$ cat src/rtl/mod13_updown_counter.sv
`default_nettype none
// ============================================================================
//  Module   : mod13_updown_counter
//  Brief    : 4-bit modulo-13 up/down counter with synchronous parallel load.
//             Counts 0..12, wrapping in both directions. Load has priority
//             over counting; an out-of-range load value (13..15) loads 0.
//             Reset is asynchronous and active-low on port rst.
//  Options  : MOD13_TC_EN - adds the terminal-count output tc, high when the
//             next counting edge will wrap (12 going up, 0 going down).
//  Revision : 1.0 - initial release
// ============================================================================
module mod13_updown_counter #(
  parameter int WIDTH   = 4,
  parameter int MODULUS = 13
) (
  input  logic             clk,
  input  logic             rst,
  input  logic             mode,
  input  logic             load,
  input  logic [WIDTH-1:0] data_in,
  output logic [WIDTH-1:0] count
`ifdef MOD13_TC_EN
  ,
  output logic             tc
`endif
);

  // Largest legal count value and the unit step.
  localparam logic [WIDTH-1:0] c_count_max = WIDTH'(MODULUS - 1);
  localparam logic [WIDTH-1:0] c_one       = WIDTH'(1);

  logic [WIDTH-1:0] count_q;
  logic [WIDTH-1:0] count_d;
  logic             w_load_legal;
  logic             w_state_legal;

  // An out-of-range parallel-load value is replaced by 0 rather than loaded.
  assign w_load_legal  = (data_in <= c_count_max);
  // Values 13..15 cannot be reached, but if one ever appears (e.g. an upset)
  // the next counting edge steers the counter back to 0.
  assign w_state_legal = (count_q <= c_count_max);

  // Next-state selection: load first, then recovery, then up/down with wrap.
  always_comb begin
    count_d = count_q;
    if (load) begin
      count_d = w_load_legal ? data_in : '0;
    end else if (!w_state_legal) begin
      count_d = '0;
    end else if (mode) begin
      count_d = (count_q == c_count_max) ? '0 : (count_q + c_one);
    end else begin
      count_d = (count_q == '0) ? c_count_max : (count_q - c_one);
    end
  end

  // State register with asynchronous active-low clear.
  always_ff @(posedge clk or negedge rst) begin
    if (!rst) begin
      count_q <= '0;
    end else begin
      count_q <= count_d;
    end
  end

  assign count = count_q;

`ifdef MOD13_TC_EN
  logic w_tc_wrap;

  // Flags that the next counting edge wraps; forced low while in reset.
  assign w_tc_wrap = mode ? (count_q == c_count_max) : (count_q == '0);
  assign tc        = rst & w_tc_wrap;
`endif

endmodule
`default_nettype wire

$ cat config.mk
export PLATFORM = sky130hd
export DESIGN_NAME = mod13_updown_counter
export DESIGN_NICKNAME = d
export VERILOG_FILES = /design/src/rtl/mod13_updown_counter.sv
export SDC_FILE = /design/constraint.sdc
export NUM_CORES = 1
export LEC_CHECK = 0
export CAP_MARGIN = 20
export CORE_AREA = 10 10 47 49
export CTS_CLUSTER_SIZE = 16
export DETAILED_ROUTE_END_ITERATION = 8
export DIE_AREA = 0 0 57 59
export GPL_ROUTABILITY_DRIVEN = 0
export RECOVER_POWER = 50
export SYNTH_ARGS = -nofsm -noshare
export SYNTH_HDL_FRONTEND = slang
export SYNTH_SLANG_ARGS = --single-unit
$ cat constraint.sdc
create_clock -name clk -period 1.3 [get_ports clk]
set_input_delay 0.39 -clock clk [delete_from_list [all_inputs] [get_ports clk]]
set_output_delay 0.39 -clock clk [all_outputs]
set_load 0.05 [all_outputs]
==> results.cfg, run 1 <==
[status]
status = finished, violations left
violations = negative setup slack

[synth]
synth.avg_cell_area_sq_um = 8.04
synth_area_leader_cell = dfrtp_1
yosysUniqueCellTypes = 19
syn_area_sq_um = 322
yosysWarnings = 0
syn_nets = 50
synth_simple_gate_area_share_pct = 21.0
muxShareOfSynthArea_pct = 3.50
synthTopCellsByArea = dfrtp_1, o21ai_0, ha_1
seq_area_frac_synth_pct = 31.1
synth_top_family_by_area = compound AO/OA/AOI/OAI gates
synth.top_cell.area_share_pct = 31.1
synth-xor-area-share_pct = 0
synth_compound_area_share_pct = 33.1
synthCells = 40
synth_seq_cells = 4
synthAdderAreaFrac_pct = 7.78

[clocking]
clk_latency_ps = 240
cts_max_level = 1
clk_pin_slew_ps = 40
root_buffer = clkbuf_4
cts_num_sinks = 4
cts_inserted_buffers = 3
clockBufferDepth = 2
tritoncts = done
postCtsHoldBufs = 0

[setup_path]
cp.arrival_ps = 930
worst-setup-path-type = reg2out
r2r_start = count[1]
rr_worst_depth = 6
cp.required_ps = 910
critical_path.startpoint_type = flip-flop
end_kind = primary output
r2r_end = count[0]
regToRegSetupSlack_ps = 0
crit_fanout = 4

[power]
ir_drop_uv = 616
pwr-share-seq_pct = 22.2
power.switching_uw = 309
swShare_pct = 37.7
comb_power_share_pct = 57.2
clkPwrFrac_pct = 20.6
power_density_nw_per_um2 = 1300
internal_power_uw = 510
p_leak_nw = 0.270

[routing]
drt_iter0_drc = 2
drtPass1Iterations = 4
ant_nets = 0
post_drt_wl_per_cell_um = 12.1
finalWirelength_um = 983
drc = 0
highest_layer = met4
wl_met3_um = 50
viasPerCell = 4.86
dr_total_vias = 394
m1WireLength_um = 444
wl_met2_um = 474

[sta]
setup_viol = 2
rsz0062_at_grt = yes
tns_ps = -33.1
worst_slew_pin_slew_ps = 242
drv_slew = 0
period_minus_slack_ps = 1320
finalHoldViolCount = 0
fin_crit_sh_pct = 102
skew_ps = 1.60
maxSlewHeadroom_pct = 83.9
finalWorstSetupSlack_ps = -20.6
fmax_ghz = 0.757

[floorplan]
die-area_sq_um = 3360
die_w_um = 57
dieHeight_um = 59
num_rows = 14
start_util_pct = 22.9
ioPinCount = 12
core_area_sq_um = 1400

[global_routing]
antenna_found_initial = 0
grt_overflow = 0
grt_use_total_pct = 6.31
grt_max_degree = 7
grt_pass1_wl_mm = 1.72
grt_pass1_vias = 420

[job]
cap_viol_max_count = 0

[placed_design]
place_inst = 72
dp_hpwl_um = 790
portBuffers = 11

[cells_and_area]
largest_reg_flops = 4
fill_cells = 143
antennaDiodeCount = 0
drive_gt1_share_pct = 43.1
area_growth_pct = 95.7
final_cells = 81
final_cell_mix = buf_4, nor2_1, clkdlybuf4s50_1
mostFrequentLayoutCell = buf_4
fin_nets = 76

[worst_hold_path]
hold_path.class = in2async
==> logic make-up after synthesis <==
family          Yosys count
buf+inv                   3
compound gates           16
mux                       1
simple gates             14
flops                     4
fa+ha+maj                 2
==> what timing repair did <==
| item | 4_1_cts | 5_1_grt |
|---|---|---|
| pin swaps | 1 | 1 |
| endpoints found under the hold margin | 0 | 0 |
| endpoints found under the setup margin | 4 | 6 |
| setup buffers | 5 | 0 |
| resized for setup | 4 | 2 |
==> metal layers <==
metal | GRT usage, % | up-vias
met5 | 0 | -
li1 | - | 198
met2 | 10.5 | 11
met1 | 6.29 | 180
met4 | 4.03 | 0
met3 | 2.79 | 5
==> synthesized netlist by cell type <==
cell      count
o21bai_1      1
a211oi_1      1
nand4_1       1
o21ai_0       6
o21ai_2       1
o31ai_2       1
a31oi_1       1
a21oi_1       3
dfrtp_1       4
nor2_1        5
a211o_1       1
nand2_1       2
ha_1          2
o311a_1       1
nand2b_1      1
nor2b_2       1
inv_1         3
nand3_1       4
mux2_2        1
==> worst max path at each step <==
stage / start / endpoint / slack, ps / cells past startpoint
floorplan: count[0] / count[2] / -80 / 5
global placement: mode / count[0] / -250 / 6
detailed placement: mode / count[0] / -260 / 6
CTS: count[0] / count[0] / -30 / 2
global route: count[1] / count[0] / -50 / 6
finish: count[0] / count[0] / -20 / 2
==> worst max-delay path, cell delays in order, from the launching register on <==
cell	delay, ps
dfrtp_2	430
buf_6	130
buf_12	140
==> power groups by stage <==
| stage | registers, mW | logic (mW) | clock network, mW |
|---|---|---|---|
| global placement | 0.182 | 0.413 | 0 |
| detailed placement | 0.182 | 0.417 | 0 |
| CTS | 0.181 | 0.461 | 0.177 |
| global route | 0.184 | 0.510 | 0.182 |
| floorplan | 0.253 | 0.144 | 0 |
| finish | 0.182 | 0.468 | 0.169 |
==> area by class of cell <==
type,count,area [sq um],share of cell area (%)
flip-flops and latches,4,104,16.5
multi-input cells,33,233,37.0
inverters,3,11.3,1.79
repair buffers,21,235,37.4
well taps,16,20.0,3.18
clock buffers,4,26.3,4.17
==> stage by stage <==
stage          power [mW]  hold slack (ps)  instance area, sq um  util (%)  worst slack [ps]
2_1_floorplan       0.398             94.4                   343         -             -76.9
3_3_place_gp        0.596              617                   551      39.3              -253
3_5_place_dp        0.599              613                   551      39.3              -258
4_1_cts             0.819              357                   624      44.6             -28.5
5_1_grt             0.877              444                   629      44.9             -52.6
6_report            0.819              438                   629      44.9             -20.6
Note: power is estimated with default switching activity, not from simulation.
==> inputs of run 2 (changes only) <==
--- a/config.mk
+++ b/config.mk
@@ -6,11 +6,14 @@
 export NUM_CORES = 1
 export LEC_CHECK = 0
 export CAP_MARGIN = 20
-export CORE_AREA = 10 10 47 49
+export CELL_PAD_IN_SITES_DETAIL_PLACEMENT = 2
+export CELL_PAD_IN_SITES_GLOBAL_PLACEMENT = 2
+export CORE_MARGIN = 10
+export CORE_UTILIZATION = 19
 export CTS_CLUSTER_SIZE = 16
 export DETAILED_ROUTE_END_ITERATION = 8
-export DIE_AREA = 0 0 57 59
 export GPL_ROUTABILITY_DRIVEN = 0
+export PLACE_DENSITY = 0.73
 export RECOVER_POWER = 50
 export SYNTH_ARGS = -nofsm -noshare
 export SYNTH_HDL_FRONTEND = slang
==> run 2 against run 1 <==
  * Critical path depth unchanged
  * Global-route usage is 2.0 points higher
  * Worst hold slack worse by 11 ps
  * Final cell count grew 2.5%
  * First-iteration DRC count is 100% lower
  * Critical path type unchanged
  * Sequential share of layout area down 0.54 points
  * Core utilization decreased by 3.2 points
  * The flow still finishes with violations (negative setup slack)
  * Setup slack worse by 15 ps
  * Die area increased by 11%
  * Clock-buffer cell count unchanged
==> results.cfg, run 2 (same netlist as run 1, synthesis figures left out) <==
[status]
status = finished, violations left
violations = negative setup slack

[floorplan]
die_w_um = 61.1
dieHeight_um = 61.1
core_area_sq_um = 1560
num_rows = 14
ioPinCount = 12
start_util_pct = 20.6
die-area_sq_um = 3740

[setup_path]
r2r_end = count[0]
crit_end = count[1]
cpPeakStageDelay_ps = 430
worst-setup-path-type = reg2out
end_kind = primary output
slowest_stage = dfrtp_2
rr_worst_depth = 6
cp.arrival_ps = 950
critical_path.startpoint_type = flip-flop
regToRegSetupSlack_ps = -30
crit_fanout = 3
r2r_start = count[1]
cp.required_ps = 910
critPathLaunch = count[1]
path_cells = buf_6, buf_12

[clocking]
clk_latency_ps = 240
root_buffer = clkbuf_4
clk_pin_slew_ps = 40
tritoncts = done
cts_inserted_buffers = 3
cts_max_level = 1
cts_num_sinks = 4
clockBufferDepth = 2

[routing]
drc = 0
drtPass1Iterations = 1
viasPerCell = 4.87
dr_total_vias = 404
finalWirelength_mm = 1.40
ant_nets = 0
post_drt_wl_per_cell_um = 16.9
drt_iter0_drc = 0

[cells_and_area]
mostFrequentLayoutCell = buf_4
fin_nets = 78
postLayoutCoreUtil_pct = 41.7
largest_reg_flops = 4
final_cell_mix = buf_4, clkdlybuf4s50_1, nand3_1, buf_12, buf_6
fill_cells = 165
drive_gt1_share_pct = 47.8
area_growth_pct = 102
antennaDiodeCount = 0

[placed_design]
portBuffers = 11
dp_hpwl_mm = 1.20

[sta]
rsz0062_at_grt = yes
skew_ps = 3.40
finalHoldViolCount = 0
worst_slew_pin_slew_ps = 250
drv_slew = 0
setup_viol = 5
fin_crit_sh_pct = 103
tns_ps = -148
maxSlewHeadroom_pct = 83.3
period_minus_slack_ps = 1340
finalWorstSetupSlack_ps = -35.7
fmax_ghz = 0.749

[worst_hold_path]
hold_path.class = in2async

[global_routing]
grt_use_total_pct = 8.31
grt_pass1_wl_mm = 2.19
grt_pass1_vias = 474
grt_overflow = 0
grt_max_degree = 8
antenna_found_initial = 0

[power]
power_density_nw_per_um2 = 1320
ir_drop_uv = 587
finalPower_uw = 859
p_leak_nw = 0.277

[job]
cap_viol_max_count = 0
## run 2: cell count changes in the layout (fill, tap and decap cells not counted)
cell / previous run / this run
nor2_1: 5 / 3
nor2_2: 0 / 2
a211oi_1: 0 / 1
a211oi_2: 1 / 0
buf_4: 7 / 8
buf_6: 3 / 4
ha_1: 1 / 0
ha_2: 0 / 1
o21ai_0: 4 / 3
o21ai_1: 2 / 3
## run 2: layout make-up
type | instances | area (sq um) | area share, %
clock buffers | 4 | 26.3 | 4.04
multi-input cells | 33 | 235 | 36.2
well taps | 16 | 20.0 | 3.08
inverters | 3 | 11.3 | 1.73
flip-flops and latches | 4 | 104 | 16.0
repair buffers | 23 | 254 | 39.0
## run 2: per-layer routing
metal / wire, um / GRT usage (%) / vias up
li1: - / - / 201
met1: 585 / 8.40 / 182
met2: 725 / 14.2 / 17
met3: 63 / 3.91 / 4
met4: 29 / 3.91 / 0
met5: 0 / 0 / -
## run 2: power by group
part,internal (mW),switching (mW),leakage [nW]
Sequential,0.149,0.0305,0.0462
Clock,0.116,0.0569,0.0150
Combinational,0.261,0.246,0.216
## run 2: what timing repair did
action	4_1_cts	5_1_grt
setup endpoints to repair	7	8
pin swaps	2	3
gates resized for setup	7	3
buffers inserted	1	1
hold buffers	0	0
## run 2: metrics by stage
stage	setup WS (ps)	hold slack (ps)	area, sq um	instances
3_3_place_gp	-259	601	588	77
2_1_floorplan	-76.9	94.4	343	40
5_1_grt	-126	422	651	83
3_5_place_dp	-290	619	588	77
4_1_cts	-48.1	359	634	82
6_report	-35.7	426	651	83
## run 2: how the worst min path moves through the flow
stage / to / cells after the start
6_report: count[0] / 1
2_1_floorplan: count[0] / 0
5_1_grt: count[0] / 1
3_3_place_gp: count[2] / 1
4_1_cts: count[0] / 1
3_5_place_dp: count[2] / 1
## run 2: worst max-delay path: cells and delay by family (launching register included)
family | cells | cell delay (ps)
flops | 1 | 430
buf+inv | 2 | 280
